$ cat src/rtl/spi_target_if.sv
// SoC-side byte interface of the SPI responder.
//   master modport: SoC logic (drives tx_data/tx_valid/rx_ack, observes the rest)
//   slave modport : spi_target (drives tx_ready/rx_data/rx_valid/overrun/underrun/busy)
//   tx_data/tx_valid/tx_ready : valid/ready transmit byte handoff
//   rx_data/rx_valid/rx_ack   : received byte, held until acknowledged
//   overrun/underrun          : sticky error flags
//   busy                      : synchronized chip select asserted
interface spi_target_if;
  logic [7:0] tx_data;
  logic       tx_valid;
  logic       tx_ready;
  logic [7:0] rx_data;
  logic       rx_valid;
  logic       rx_ack;
  logic       overrun;
  logic       underrun;
  logic       busy;

  modport master (
    output tx_data, tx_valid, rx_ack,
    input  tx_ready, rx_data, rx_valid, overrun, underrun, busy
  );

  modport slave (
    input  tx_data, tx_valid, rx_ack,
    output tx_ready, rx_data, rx_valid, overrun, underrun, busy
  );
endinterface

$ cat src/rtl/spi_target.sv
// SPI responder, mode 0 (CPOL=0, CPHA=0), MSB first. The external SPI pins are
// oversampled in the clk domain; one byte is shifted in per 8 sclk cycles and a
// byte from a one-deep transmit holding register is shifted out.
//   clk, rst_n : system clock, synchronous active-low reset
//   sclk, cs_n, mosi : external SPI pins (asynchronous to clk)
//   miso : responder data out (registered)
//   soc  : SoC-side byte interface (spi_target_if.slave)
//
// state  | meaning
// IDLE   | synced cs_n high; miso parked at 1, bit counter cleared
// ACTIVE | synced cs_n low; shifting bytes on synced sclk edges
module spi_target #(
  parameter int         SYNC_STAGES = 2,
  parameter logic [7:0] IDLE_BYTE   = 8'hFF
) (
  input  logic           clk,
  input  logic           rst_n,
  input  logic           sclk,
  input  logic           cs_n,
  input  logic           mosi,
  output logic           miso,
  spi_target_if.slave    soc
);

  typedef enum logic {IDLE, ACTIVE} state_t;

  state_t state, state_nxt;

  logic [SYNC_STAGES-1:0] sclk_sync, cs_sync, mosi_sync;
  logic sclk_s, cs_s, mosi_s;
  logic sclk_d, cs_d;
  logic sclk_rise, sclk_fall, cs_fall, cs_rise;

  logic [7:0] rx_shift, rx_shift_nxt;
  logic [7:0] tx_shift, tx_shift_nxt;
  logic [2:0] bit_cnt, bit_cnt_nxt;
  logic [7:0] tx_hold, tx_hold_nxt;
  logic       tx_full, tx_full_nxt;
  logic [7:0] rx_data_q, rx_data_nxt;
  logic       rx_valid_q, rx_valid_nxt;
  logic       overrun_q, overrun_nxt;
  logic       underrun_q, underrun_nxt;
  logic       tx_ready_q;
  logic       miso_q, miso_nxt;
  logic       busy_q, busy_nxt;
  logic       accept, load, byte_done;

  // Pin synchronizers plus one extra stage on sclk/cs_n for edge detection.
  // Reset values match the idle levels of the pins so reset creates no edges.
  always_ff @(posedge clk) begin
    if (!rst_n) begin
      sclk_sync <= '0;
      cs_sync   <= '1;
      mosi_sync <= '1;
      sclk_d    <= 1'b0;
      cs_d      <= 1'b1;
    end else begin
      sclk_sync <= {sclk_sync[SYNC_STAGES-2:0], sclk};
      cs_sync   <= {cs_sync[SYNC_STAGES-2:0], cs_n};
      mosi_sync <= {mosi_sync[SYNC_STAGES-2:0], mosi};
      sclk_d    <= sclk_s;
      cs_d      <= cs_s;
    end
  end

  assign sclk_s    = sclk_sync[SYNC_STAGES-1];
  assign cs_s      = cs_sync[SYNC_STAGES-1];
  assign mosi_s    = mosi_sync[SYNC_STAGES-1];
  assign sclk_rise = sclk_s & ~sclk_d;
  assign sclk_fall = ~sclk_s & sclk_d;
  assign cs_fall   = ~cs_s & cs_d;
  assign cs_rise   = cs_s & ~cs_d;

  // tx_ready_q always equals !tx_full, so accept only happens into an empty register.
  assign accept = soc.tx_valid & tx_ready_q;

  always_comb begin
    state_nxt    = state;
    rx_shift_nxt = rx_shift;
    tx_shift_nxt = tx_shift;
    bit_cnt_nxt  = bit_cnt;
    rx_data_nxt  = rx_data_q;
    byte_done    = 1'b0;
    load         = 1'b0;

    case (state)
      IDLE: begin
        bit_cnt_nxt = 3'd0;
        if (cs_fall) begin
          state_nxt = ACTIVE;
          load      = 1'b1;
        end
      end
      ACTIVE: begin
        if (cs_rise) begin
          // Abort: anything partially shifted is dropped, including a tx byte
          // already taken from the holding register.
          state_nxt    = IDLE;
          rx_shift_nxt = '0;
          tx_shift_nxt = '0;
          bit_cnt_nxt  = 3'd0;
        end else if (sclk_rise) begin
          rx_shift_nxt = {rx_shift[6:0], mosi_s};
          bit_cnt_nxt  = bit_cnt + 3'd1;
          if (bit_cnt == 3'd7) begin
            byte_done   = 1'b1;
            rx_data_nxt = {rx_shift[6:0], mosi_s};
          end
        end else if (sclk_fall) begin
          // bit_cnt==0 on a fall means the previous byte just finished.
          if (bit_cnt == 3'd0) load = 1'b1;
          else                 tx_shift_nxt = {tx_shift[6:0], 1'b0};
        end
      end
      default: state_nxt = IDLE;
    endcase

    if (load) tx_shift_nxt = tx_full ? tx_hold : IDLE_BYTE;

    // A load from an empty register and an accept in the same cycle: the
    // accepted byte stays put for the next slot.
    tx_hold_nxt  = accept ? soc.tx_data : tx_hold;
    tx_full_nxt  = accept ? 1'b1 : (load ? 1'b0 : tx_full);

    // Sticky flags: set takes priority over a same-cycle clear.
    underrun_nxt = (load & ~tx_full) | (underrun_q & ~accept);
    rx_valid_nxt = byte_done | (rx_valid_q & ~soc.rx_ack);
    overrun_nxt  = (byte_done & rx_valid_q & ~soc.rx_ack) | (overrun_q & ~soc.rx_ack);

    miso_nxt     = (state_nxt == ACTIVE) ? tx_shift_nxt[7] : 1'b1;
    busy_nxt     = (state_nxt == ACTIVE);
  end

  always_ff @(posedge clk) begin
    if (!rst_n) begin
      state <= IDLE;
    end else begin
      state <= state_nxt;
    end
  end

  always_ff @(posedge clk) begin
    if (!rst_n) begin
      rx_shift   <= '0;
      tx_shift   <= '0;
      bit_cnt    <= 3'd0;
      tx_hold    <= '0;
      tx_full    <= 1'b0;
      rx_data_q  <= '0;
      rx_valid_q <= 1'b0;
      overrun_q  <= 1'b0;
      underrun_q <= 1'b0;
      tx_ready_q <= 1'b1;
      miso_q     <= 1'b1;
      busy_q     <= 1'b0;
    end else begin
      rx_shift   <= rx_shift_nxt;
      tx_shift   <= tx_shift_nxt;
      bit_cnt    <= bit_cnt_nxt;
      tx_hold    <= tx_hold_nxt;
      tx_full    <= tx_full_nxt;
      rx_data_q  <= rx_data_nxt;
      rx_valid_q <= rx_valid_nxt;
      overrun_q  <= overrun_nxt;
      underrun_q <= underrun_nxt;
      tx_ready_q <= ~tx_full_nxt;
      miso_q     <= miso_nxt;
      busy_q     <= busy_nxt;
    end
  end

  assign miso         = miso_q;
  assign soc.tx_ready = tx_ready_q;
  assign soc.rx_data  = rx_data_q;
  assign soc.rx_valid = rx_valid_q;
  assign soc.overrun  = overrun_q;
  assign soc.underrun = underrun_q;
  assign soc.busy     = busy_q;

endmodule

$ cat src/flat_wrapper.sv
// flat-port wrapper written by rule: the top's interface ports become plain ports
module spi_target_flat 
#(
  parameter int         SYNC_STAGES = 2,
  parameter logic [7:0] IDLE_BYTE   = 8'hFF
)
  (clk, rst_n, sclk, cs_n, mosi, miso, soc_tx_data, soc_tx_valid, soc_rx_ack, soc_tx_ready, soc_rx_data, soc_rx_valid, soc_overrun, soc_underrun, soc_busy);
  spi_target_if soc_i ();
  input  logic clk;
  input  logic rst_n;
  input  logic sclk;
  input  logic cs_n;
  input  logic mosi;
  output logic miso;
  input wire logic [$bits(soc_i.tx_data)-1:0] soc_tx_data;
  input wire logic [$bits(soc_i.tx_valid)-1:0] soc_tx_valid;
  input wire logic [$bits(soc_i.rx_ack)-1:0] soc_rx_ack;
  output wire logic [$bits(soc_i.tx_ready)-1:0] soc_tx_ready;
  output wire logic [$bits(soc_i.rx_data)-1:0] soc_rx_data;
  output wire logic [$bits(soc_i.rx_valid)-1:0] soc_rx_valid;
  output wire logic [$bits(soc_i.overrun)-1:0] soc_overrun;
  output wire logic [$bits(soc_i.underrun)-1:0] soc_underrun;
  output wire logic [$bits(soc_i.busy)-1:0] soc_busy;
  assign soc_i.tx_data = soc_tx_data;
  assign soc_i.tx_valid = soc_tx_valid;
  assign soc_i.rx_ack = soc_rx_ack;
  assign soc_tx_ready = soc_i.tx_ready;
  assign soc_rx_data = soc_i.rx_data;
  assign soc_rx_valid = soc_i.rx_valid;
  assign soc_overrun = soc_i.overrun;
  assign soc_underrun = soc_i.underrun;
  assign soc_busy = soc_i.busy;
  spi_target #(.SYNC_STAGES(SYNC_STAGES), .IDLE_BYTE(IDLE_BYTE)) u_core (.clk(clk), .rst_n(rst_n), .sclk(sclk), .cs_n(cs_n), .mosi(mosi), .miso(miso), .soc(soc_i));
endmodule
$ cat config.mk
export PLATFORM = sky130hd
export DESIGN_NAME = spi_target_flat
export DESIGN_NICKNAME = d
export VERILOG_FILES = /design/src/rtl/spi_target_if.sv /design/src/rtl/spi_target.sv /design/src/flat_wrapper.sv
export SDC_FILE = /design/constraint.sdc
export NUM_CORES = 1
export LEC_CHECK = 0
export ABC_AREA = 0
export BUFFER_PORTS_ARGS = -buffer_cell sky130_fd_sc_hd__buf_4
export CAP_MARGIN = 20
export CORE_MARGIN = 5
export CORE_UTILIZATION = 59
export CTS_CLUSTER_SIZE = 25
export DETAILED_ROUTE_END_ITERATION = 10
export HOLD_SLACK_MARGIN = 0.05
export PLACE_DENSITY = 0.86
export SYNTH_ARGS = -nofsm -noshare
export SYNTH_HDL_FRONTEND = slang
export SYNTH_SLANG_ARGS = --single-unit
$ cat constraint.sdc
create_clock -name clk -period 4.3 [get_ports clk]
set_input_delay 0.43 -clock clk [delete_from_list [all_inputs] [get_ports clk]]
set_output_delay 0.43 -clock clk [all_outputs]
set_load 0.02 [all_outputs]
==> results of run 1 <==
[routing by layer]
layer  vias up  GRT usage [%]  routed length, um
li1        834              -                  -
met1       720          17.88               1669
met2        25          29.56               1789
met3         6          6.087                175
met4         0          6.725                 59
met5         -              0                  0
[through the flow]
stage,power (mW),std cells,setup slack [ps],hold slack [ps],utilization [%]
final,0.8311,298,2068,200.6,69.75
after global routing,0.8712,298,1916,168.9,69.75
after CTS,0.8410,298,2019,185.6,69.75
after detailed placement,0.5595,290,2083,403.3,67.11
after global placement,0.5574,290,2115,389.8,67.11
after floorplan,0.5376,231,2589,386.3,-
[power by group through the flow]
stage / Combinational (mW) / Sequential [mW] / Clock (mW)
2_1_floorplan: 0.0478 / 0.490 / 0
3_3_place_gp: 0.0669 / 0.490 / 0
3_5_place_dp: 0.0685 / 0.491 / 0
4_1_cts: 0.0687 / 0.481 / 0.291
5_1_grt: 0.0755 / 0.484 / 0.312
6_report: 0.0678 / 0.481 / 0.282
[synth_stat cells]
library cell,count
o221a_1,1
nor3b_1,2
nor3b_2,1
a22oi_1,7
o21ai_1,1
nor2_1,5
inv_1,5
o22ai_1,1
buf_6,2
a211oi_1,1
a21boi_0,17
a21oi_1,3
nand2b_1,15
buf_2,1
dfxtp_1,49
o21ai_0,3
nand4_1,1
nor2b_1,9
o21a_1,2
a21o_1,5
buf_1,1
clkbuf_2,1
o21a_4,1
a311o_1,1
mux2i_1,1
nand2_1,39
ha_1,3
or2_0,1
nor4bb_1,2
and2_1,8
xnor2_1,1
o32a_1,1
nand3_1,15
and3_1,1
and2b_1,1
a31oi_1,7
and2b_4,1
clkbuf_1,7
buf_4,3
o31ai_1,5
[layout make-up]
| type | instances | area (um2) |
|---|---|---|
| well taps | 46 | 57.56 |
| clock inverters | 2 | 37.54 |
| fillers | 297 | 1017 |
| flip-flops and latches | 49 | 980.9 |
| inverters | 5 | 18.77 |
| repair buffers | 28 | 210.2 |
| multi-input cells | 162 | 989.7 |
| clock buffers | 6 | 51.30 |
[critical path, cell delays in order, from the launching register on]
cell and delay, ps:
dfxtp_1 350, inv_1 60, ha_1 160, nor4bb_1 830, a31oi_1 340, and2_1 260
o21a_1 160
[flip-flops by register name (all words and copies together), names as in the netlist, 2 cells and up]
register / count
u_core.bit_cnt: 3
u_core.sclk_sync: 2
u_core.rx_shift: 7
u_core.cs_sync: 2
u_core.tx_hold: 8
u_core.mosi_sync: 2
u_core.tx_shift: 8
u_core.soc.rx_data: 8
[kinds of logic after synthesis]
family / Yosys count / synth area share (%)
AO/OA/AOI/OAI: 56 / 19.72
XOR/XNOR: 1 / 0.4223
adder cells (fa/ha/maj): 3 / 1.810
buffers and inverters: 20 / 5.006
flip-flops: 49 / 47.29
multiplexers: 1 / 0.4825
AND/OR/NAND/NOR: 101 / 25.27
[worst paths after layout]
kind | from | end | slack (ps) | cells past startpoint
worst max register to register | u_core.bit_cnt[0] | u_core.tx_full | 2070 | 6
worst min-delay path | soc_rx_ack | u_core.soc.overrun | 200 | 2
worst min register to register | u_core.cs_sync[0] | u_core.cs_sync[1] | 430 | 1
worst max-delay path | u_core.bit_cnt[0] | u_core.tx_full | 2070 | 6
==> out/metrics.cfg, run 1 <==
[floorplanning]
rows = 21
io_pins = 29
start_util_pct = 61.68
core_um2 = 3363
die_x_um = 69.30
die_area_um2 = 4802
die_h_um = 69.30

[cts]
post_cts_resized = 0
path_clk_slew_ps = 140
cts-root-buf = clkbuf_4
cts_setup_buffers = 0
clockBufferDepth = 2
cts_buffers = 5
clk_latency_ps = 370
hold_buffers = 0
cts.sinks = 49
cts_tree = done
htree_levels = 2

[global_routing]
grt_pass1_vias = 1486
grt_max_degree = 47
grt_overflow = 0
grt_pass1_wl_um = 6575
grt_antenna_before_repair = 0
track_usage_pct = 16.71

[synthesis]
seq_area_frac_synth_pct = 47.29
synth_area_leader_cell = dfxtp_1
ys_seq_elements = 49
synth_warnings = 0
syn_inst = 231
synth.net_count = 249
netlist-cell-type-count = 40
synth_top_area_share_pct = 47.29
synthTopCellsByArea = dfxtp_1, nand2_1, a21boi_0
synth_area_um2 = 2074
syn_avg_cell_area_um2 = 8.980

[timing]
skew_ps = 14.00
min_period_ps = 2232
max_freq_mhz = 448.1
hold_violations = 0
rsz0062_at_grt = false
tns_ps = 0
tightest_slew_ps = 1042
fin_crit_sh_pct = 51.90
slew_violations = 0
slew_headroom_pct = 29.62
setup_viol = 0

[pwr]
p_seq_share_pct = 57.9
switching_share_pct = 22.70
combPwrFrac_pct = 8.2
p_switching_mw = 0.1887
powerDensity_nw_per_um2 = 354.2
p_leak_nw = 0.8686
clkPwrFrac_pct = 34.0
irDropWorstVdd_mv = 0.2441
p_int_mw = 0.6424

[finish]
area_growth_pct = 13.09
final_nets = 269
drive_gt1_share_pct = 15.48
final_common_cell = dfxtp_1
layout_common_cells = dfxtp_1, nand2_1, buf_4
final_area_um2 = 2346
diodes = 0

[critical_path]
crit_required_ps = 4580
endpoint_kind = flip-flop
criticalPathCategory = flip-flop to flip-flop
critPathMaxFanout = 7
arrival_ps = 2510
crit_path_start_kind = flip-flop

[detailed_routing]
vias_per_cell = 5.319
drc = 0
drt_first_pass_iters = 4
routed_wirelength_um = 3693
ant_nets = 0
post_drt_wl_per_cell_um = 12.39
drt_iter0_markers = 90
vias = 1585

[flow_run]
maxCapViolations = 0

[hold_path]
worstHoldPathType = primary input to flip-flop

[placement]
placed_cell_area_um2 = 2257
gp_congestion = 0.8133
dp_hpwl_um = 2663
port_buffers = 28

[run_status]
run_status = completed

Power figures use the tool's default switching activity.
==> inputs of run 2 (changes only) <==
ABC_AREA = 1   (was 0)
CORE_UTILIZATION = 56   (was 59)
PLACE_DENSITY = 0.82   (was 0.86)
clock period = 2.29 ns   (was 4.3 ns; I/O delays follow)
==> run 2 against run 1 <==
  * Die area grew 3.3%
  * Via count rose by 5.4%
  * Sequential power is 87% higher
  * Flip-flop and latch count unchanged
  * Register-to-register slack got worse by 1200 ps
  * Area after synthesis is 1.4% lower
  * Global-route usage shrank 1.4 points
  * Core utilization decreased by 3.4 points
  * Largest power group unchanged
  * Sequential share of layout area down 0.81 points
  * Clock power is 90% higher
  * Hold slack worse by 92 ps
  * Critical path type unchanged
==> out/metrics.cfg, run 2 <==
[run_status]
run_status = completed

[timing]
min_period_ps = 1459
hold_violations = 0
rsz0062_at_grt = false
fin_crit_sh_pct = 63.71
tns_ps = 0
tightest_slew_ps = 535.9
slew_violations = 0
setup_viol = 0
skew_ps = 2.475
slew_headroom_pct = 64.23
max_freq_mhz = 685.5

[global_routing]
grt_max_degree = 29
grt_pass1_vias = 1497
grt_pass1_wl_um = 6099
grt_overflow = 0
grt_antenna_before_repair = 0
track_usage_pct = 15.29

[floorplanning]
die_h_um = 70.44
die_area_um2 = 4962
io_pins = 29
die_x_um = 70.44
core_um2 = 3606
rows = 22
start_util_pct = 56.73

[critical_path]
critPathMaxFanout = 8
rr_startpoint = u_core.bit_cnt[0]
crit_top_cell = nand2_1
startpoint = u_core.bit_cnt[0]
arrival_ps = 1660
crit_path_start_kind = flip-flop
cp_cell_sequence = inv_1, ha_1, nand2_1, nand2_1, nand2_1, nand2_2, inv_1, nor2_4, nor2_1, nor2_1
criticalPathCategory = flip-flop to flip-flop
crit_required_ps = 2490
slowest_stage = dfxtp_1
cp_slowest_stage_delay_ps = 340
reg2reg_depth = 10
endpoint_kind = flip-flop

[pwr]
p_leak_nw = 1.111
power_mw = 1.580
irDropWorstVdd_mv = 0.4471
powerDensity_nw_per_um2 = 660.6

[synthesis]
syn_avg_cell_area_um2 = 7.549
ys_seq_elements = 49
async_reset_ff_share_pct = 0
synth_ff_type = dfxtp_1
synth_commonest_cells = nand2_1, nor2_1, dfxtp_1
yosysMostFrequentCell = nand2_1
synthTopCellsByArea = dfxtp_1, nand2_1, nor2_1
netlist-cell-type-count = 27
seq_area_frac_synth_pct = 47.95
synth_area_um2 = 2046
synth_top_area_share_pct = 47.95
synth.net_count = 289
synth_warnings = 0
synth_area_leader_cell = dfxtp_1
synth_edf_count = 0
syn_inst = 271

[detailed_routing]
drc = 0
routed_wirelength_um = 3519
ant_nets = 0
drt_first_pass_iters = 4
vias = 1671
vias_per_cell = 4.788
post_drt_wl_per_cell_um = 10.08
drt_iter0_markers = 57

[finish]
layout_common_cells = nand2_1, nor2_1, dfxtp_1
final_nets = 318
diodes = 0
area_growth_pct = 16.94
drive_gt1_share_pct = 21.59
nFillCells = 325
final_common_cell = nand2_1

[cts]
htree_levels = 2
path_clk_slew_ps = 80
clk_latency_ps = 300
post_cts_resized = 0
cts.sinks = 49
hold_buffers = 0
cts-root-buf = clkbuf_8
cts_buffers = 5
clockBufferDepth = 2
cts_setup_buffers = 0
cts_tree = done

[flow_run]
maxCapViolations = 0

[placement]
dp_hpwl_um = 2598
gp_congestion = 0.8317
port_buffers = 28

[hold_path]
hp-start = sclk
worstHoldPathType = primary input to flip-flop
holdPathStages = 3

==> run 2: critical path, delay by kind of cell, from the launching register on <==
kind          cells  cell delay [ps]
fa+ha+maj         1              200
flops             1              340
simple gates      7              630
buf+inv           2              190
==> run 2: logic make-up after synthesis <==
kind of cell | synth area share (%)
simple gates | 33.21
flops | 47.95
compound gates | 9.235
buf+inv | 7.340
fa+ha+maj | 1.835
xor+xnor | 0.4282
==> run 2: area by class of cell <==
| cell class | instances | area [um2] | share of cell area, % |
|---|---|---|---|
| inverter | 30 | 125.1 | 5.230 |
| timing repair buffer | 28 | 210.2 | 8.787 |
| tap | 48 | 60.06 | 2.510 |
| multi-input combinational | 186 | 914.6 | 38.23 |
| clock buffer | 7 | 96.34 | 4.027 |
| sequential | 49 | 980.9 | 41.00 |
| clock inverter | 1 | 5.005 | 0.2092 |
==> run 2: power breakdown <==
group	switching (mW)	total (mW)	internal, mW	leakage [nW]
logic	0.0823	0.143	0.0605	0.657
registers	0.0173	0.901	0.883	0.400
clock network	0.264	0.537	0.273	0.0542
total	0.364	1.58	1.22	1.11
==> run 2: final timing paths <==
kind / to / slack, ps
worst min register to register: u_core.sclk_sync[1] / 420
worst min-delay path: u_core.sclk_sync[0] / 110
worst max-delay path: u_core.tx_shift[2] / 830
worst max register to register: u_core.tx_shift[2] / 830
==> run 2: routing by layer <==
layer,track usage [%],routed length [um],up-vias
li1,-,-,895
met4,8.298,75,0
met2,26.51,1686,32
met5,0,0,-
met3,3.597,173,7
met1,17.05,1584,737
==> run 2: per-stage QoR <==
| step | hold slack (ps) | util (%) | setup slack (ps) | cells | area, um2 |
|---|---|---|---|---|---|
| finish | 108.3 | 66.34 | 831.1 | 349 | 2392 |
| global route | 107.8 | 66.34 | 668.1 | 349 | 2392 |
| CTS | 99.48 | 66.34 | 820.8 | 349 | 2392 |
| detailed placement | 400.6 | 63.53 | 838.0 | 341 | 2291 |
| global placement | 394.1 | 63.53 | 900.1 | 341 | 2291 |
| floorplan | 326.6 | - | 978.2 | 271 | 2046 |
==> inputs of run 3 (changes only) <==
clock period = 1.4 ns   (was 2.29 ns; I/O delays follow)
==> run 3 against run 2 <==
  * Die area unchanged
  * Final area up 6.2%
  * First-iteration DRC count rose to 2.5 times the previous value
  * Worst setup slack worse by 780 ps
  * Global-route usage up 1.8 points
  * Combinational power up 80%
  * Flip-flop and latch count unchanged
  * Sequential power up 63%
  * Routed wire length up 13%
  * Clock power up 120%
  * Power up 83%
==> out/metrics.cfg, run 3 (synthesis results as in run 2) <==
[run_status]
run_status = completed

[timing]
slew_headroom_pct = 72.76
max_freq_mhz = 739.4
slew_violations = 0
skew_ps = 8.176
tightest_slew_ps = 408.2
fin_crit_sh_pct = 96.60
setup_viol = 0
rsz0062_at_grt = true
min_period_ps = 1352
hold_violations = 0

[cts]
cts.sinks = 49
clk_latency_ps = 300
path_clk_slew_ps = 90
cts_buffers = 5
cts-root-buf = clkbuf_8
htree_levels = 2
clockBufferDepth = 2
cts_tree = done

[pwr]
p_leak_nw = 1.189
power_mw = 2.895
powerDensity_nw_per_um2 = 1139
irDropWorstVdd_mv = 0.6934

[floorplanning]
start_util_pct = 56.73
die_area_um2 = 4962
io_pins = 29
die_h_um = 70.44
rows = 22
core_um2 = 3606
die_x_um = 70.44

[detailed_routing]
ant_nets = 0
post_drt_wl_per_cell_um = 11.18
vias_per_cell = 4.849
routed_wirelength_um = 3992
drc = 0
drt_iter0_markers = 143
vias = 1731
drt_first_pass_iters = 4

[critical_path]
slowest_stage = dfxtp_2
r2r_end = u_core.tx_shift[2]
reg2reg_depth = 10
endpoint_kind = flip-flop
cp_slowest_stage_delay_ps = 350
cp_cell_sequence = inv_1, ha_2, inv_1, nor2_1, nand2_1, nor2_2, nor2_4, nand3_1, nand2_1, nor2_1
crit_required_ps = 1600
arrival_ps = 1550
rr_startpoint = u_core.bit_cnt[1]
criticalPathCategory = flip-flop to flip-flop
critPathMaxFanout = 8
crit_path_start_kind = flip-flop
rrSetupSlack_ps = 50

[global_routing]
grt_pass1_wl_um = 6741
grt_pass1_vias = 1596
track_usage_pct = 17.10
grt_max_degree = 28
grt_antenna_before_repair = 0
grt_overflow = 0

[finish]
final_common_cell = nand2_1
final_nets = 326
layout_common_cells = nand2_1, nor2_1, dfxtp_1
area_growth_pct = 24.22
diodes = 0
drive_gt1_share_pct = 27.51
fin_cells = 357

[placement]
gp_congestion = 0.8275
port_buffers = 28
dp_hpwl_um = 2800
dp_cells = 344

[flow_run]
maxCapViolations = 0

[hold_path]
worstHoldPathType = primary input to flip-flop
hp-start = soc_tx_data[3]
holdPathStages = 3
hold-path-endpoint = u_core.tx_hold[3]

[run 3: cell type report]
| class | instances | area, um2 |
|---|---|---|
| inverters | 30 | 125.1 |
| clock buffers | 5 | 68.82 |
| well taps | 48 | 60.06 |
| fillers | 299 | 1065 |
| clock inverters | 3 | 65.06 |
| flip-flops and latches | 49 | 984.7 |
| multi-input cells | 187 | 967.2 |
| repair buffers | 35 | 270.3 |
[run 3: per-layer routing]
layer / GRT usage (%) / wire, um
met1: 18.79 / 1716
met3: 5.324 / 191
met4: 7.660 / 73
met5: 0 / 0
met2: 29.83 / 2011
[run 3: timing repair]
| item | 4_1_cts | 5_1_grt |
|---|---|---|
| hold buffers | 3 | 0 |
| endpoints found under the hold margin | 3 | 0 |
| pin swaps | 1 | 9 |
| gates resized for setup | 5 | 16 |
| setup endpoints to repair | 6 | 19 |
| buffers inserted | 0 | 1 |
| gates cloned | 0 | 1 |
[run 3: per-stage QoR]
step	setup TNS, ps	setup WS [ps]	utilization (%)	hold WS [ps]	cell area, um2
detailed placement	-203.9	-59.72	64.16	327.6	2313
floorplan	0	88.18	-	237.6	2046
finish	0	47.53	70.47	82.41	2541
CTS	-4.959	-4.959	69.05	78.99	2490
global route	-166.1	-40.03	70.47	83.18	2541
global placement	0	29.15	64.16	322.1	2313
[run 3: power by group]
group	total, mW	leakage (nW)	internal [mW]	switching [mW]
Sequential	1.47	0.401	1.45	0.0293
Combinational	0.258	0.721	0.111	0.148
Clock	1.16	0.0681	0.709	0.453
Total	2.90	1.19	2.27	0.630
[run 3: worst max-delay path by stage]
| stage | startpoint | end | slack (ps) | depth (start not counted) |
|---|---|---|---|---|
| floorplan | u_core.soc.busy | u_core.soc.rx_data[5] | 90 | 5 |
| global placement | u_core.bit_cnt[0] | u_core.tx_shift[4] | 30 | 10 |
| detailed placement | u_core.bit_cnt[0] | u_core.tx_shift[2] | -60 | 10 |
| CTS | u_core.bit_cnt[0] | u_core.miso | -5 | 10 |
| global route | u_core.bit_cnt[1] | u_core.tx_shift[6] | -40 | 10 |
| finish | u_core.bit_cnt[1] | u_core.tx_shift[2] | 50 | 10 |
[run 3: critical path, delay by kind of cell (launching register included)]
kind / cells / cell delay [ps]
flops: 1 / 350
buf+inv: 2 / 100
simple gates: 7 / 610
fa+ha+maj: 1 / 190
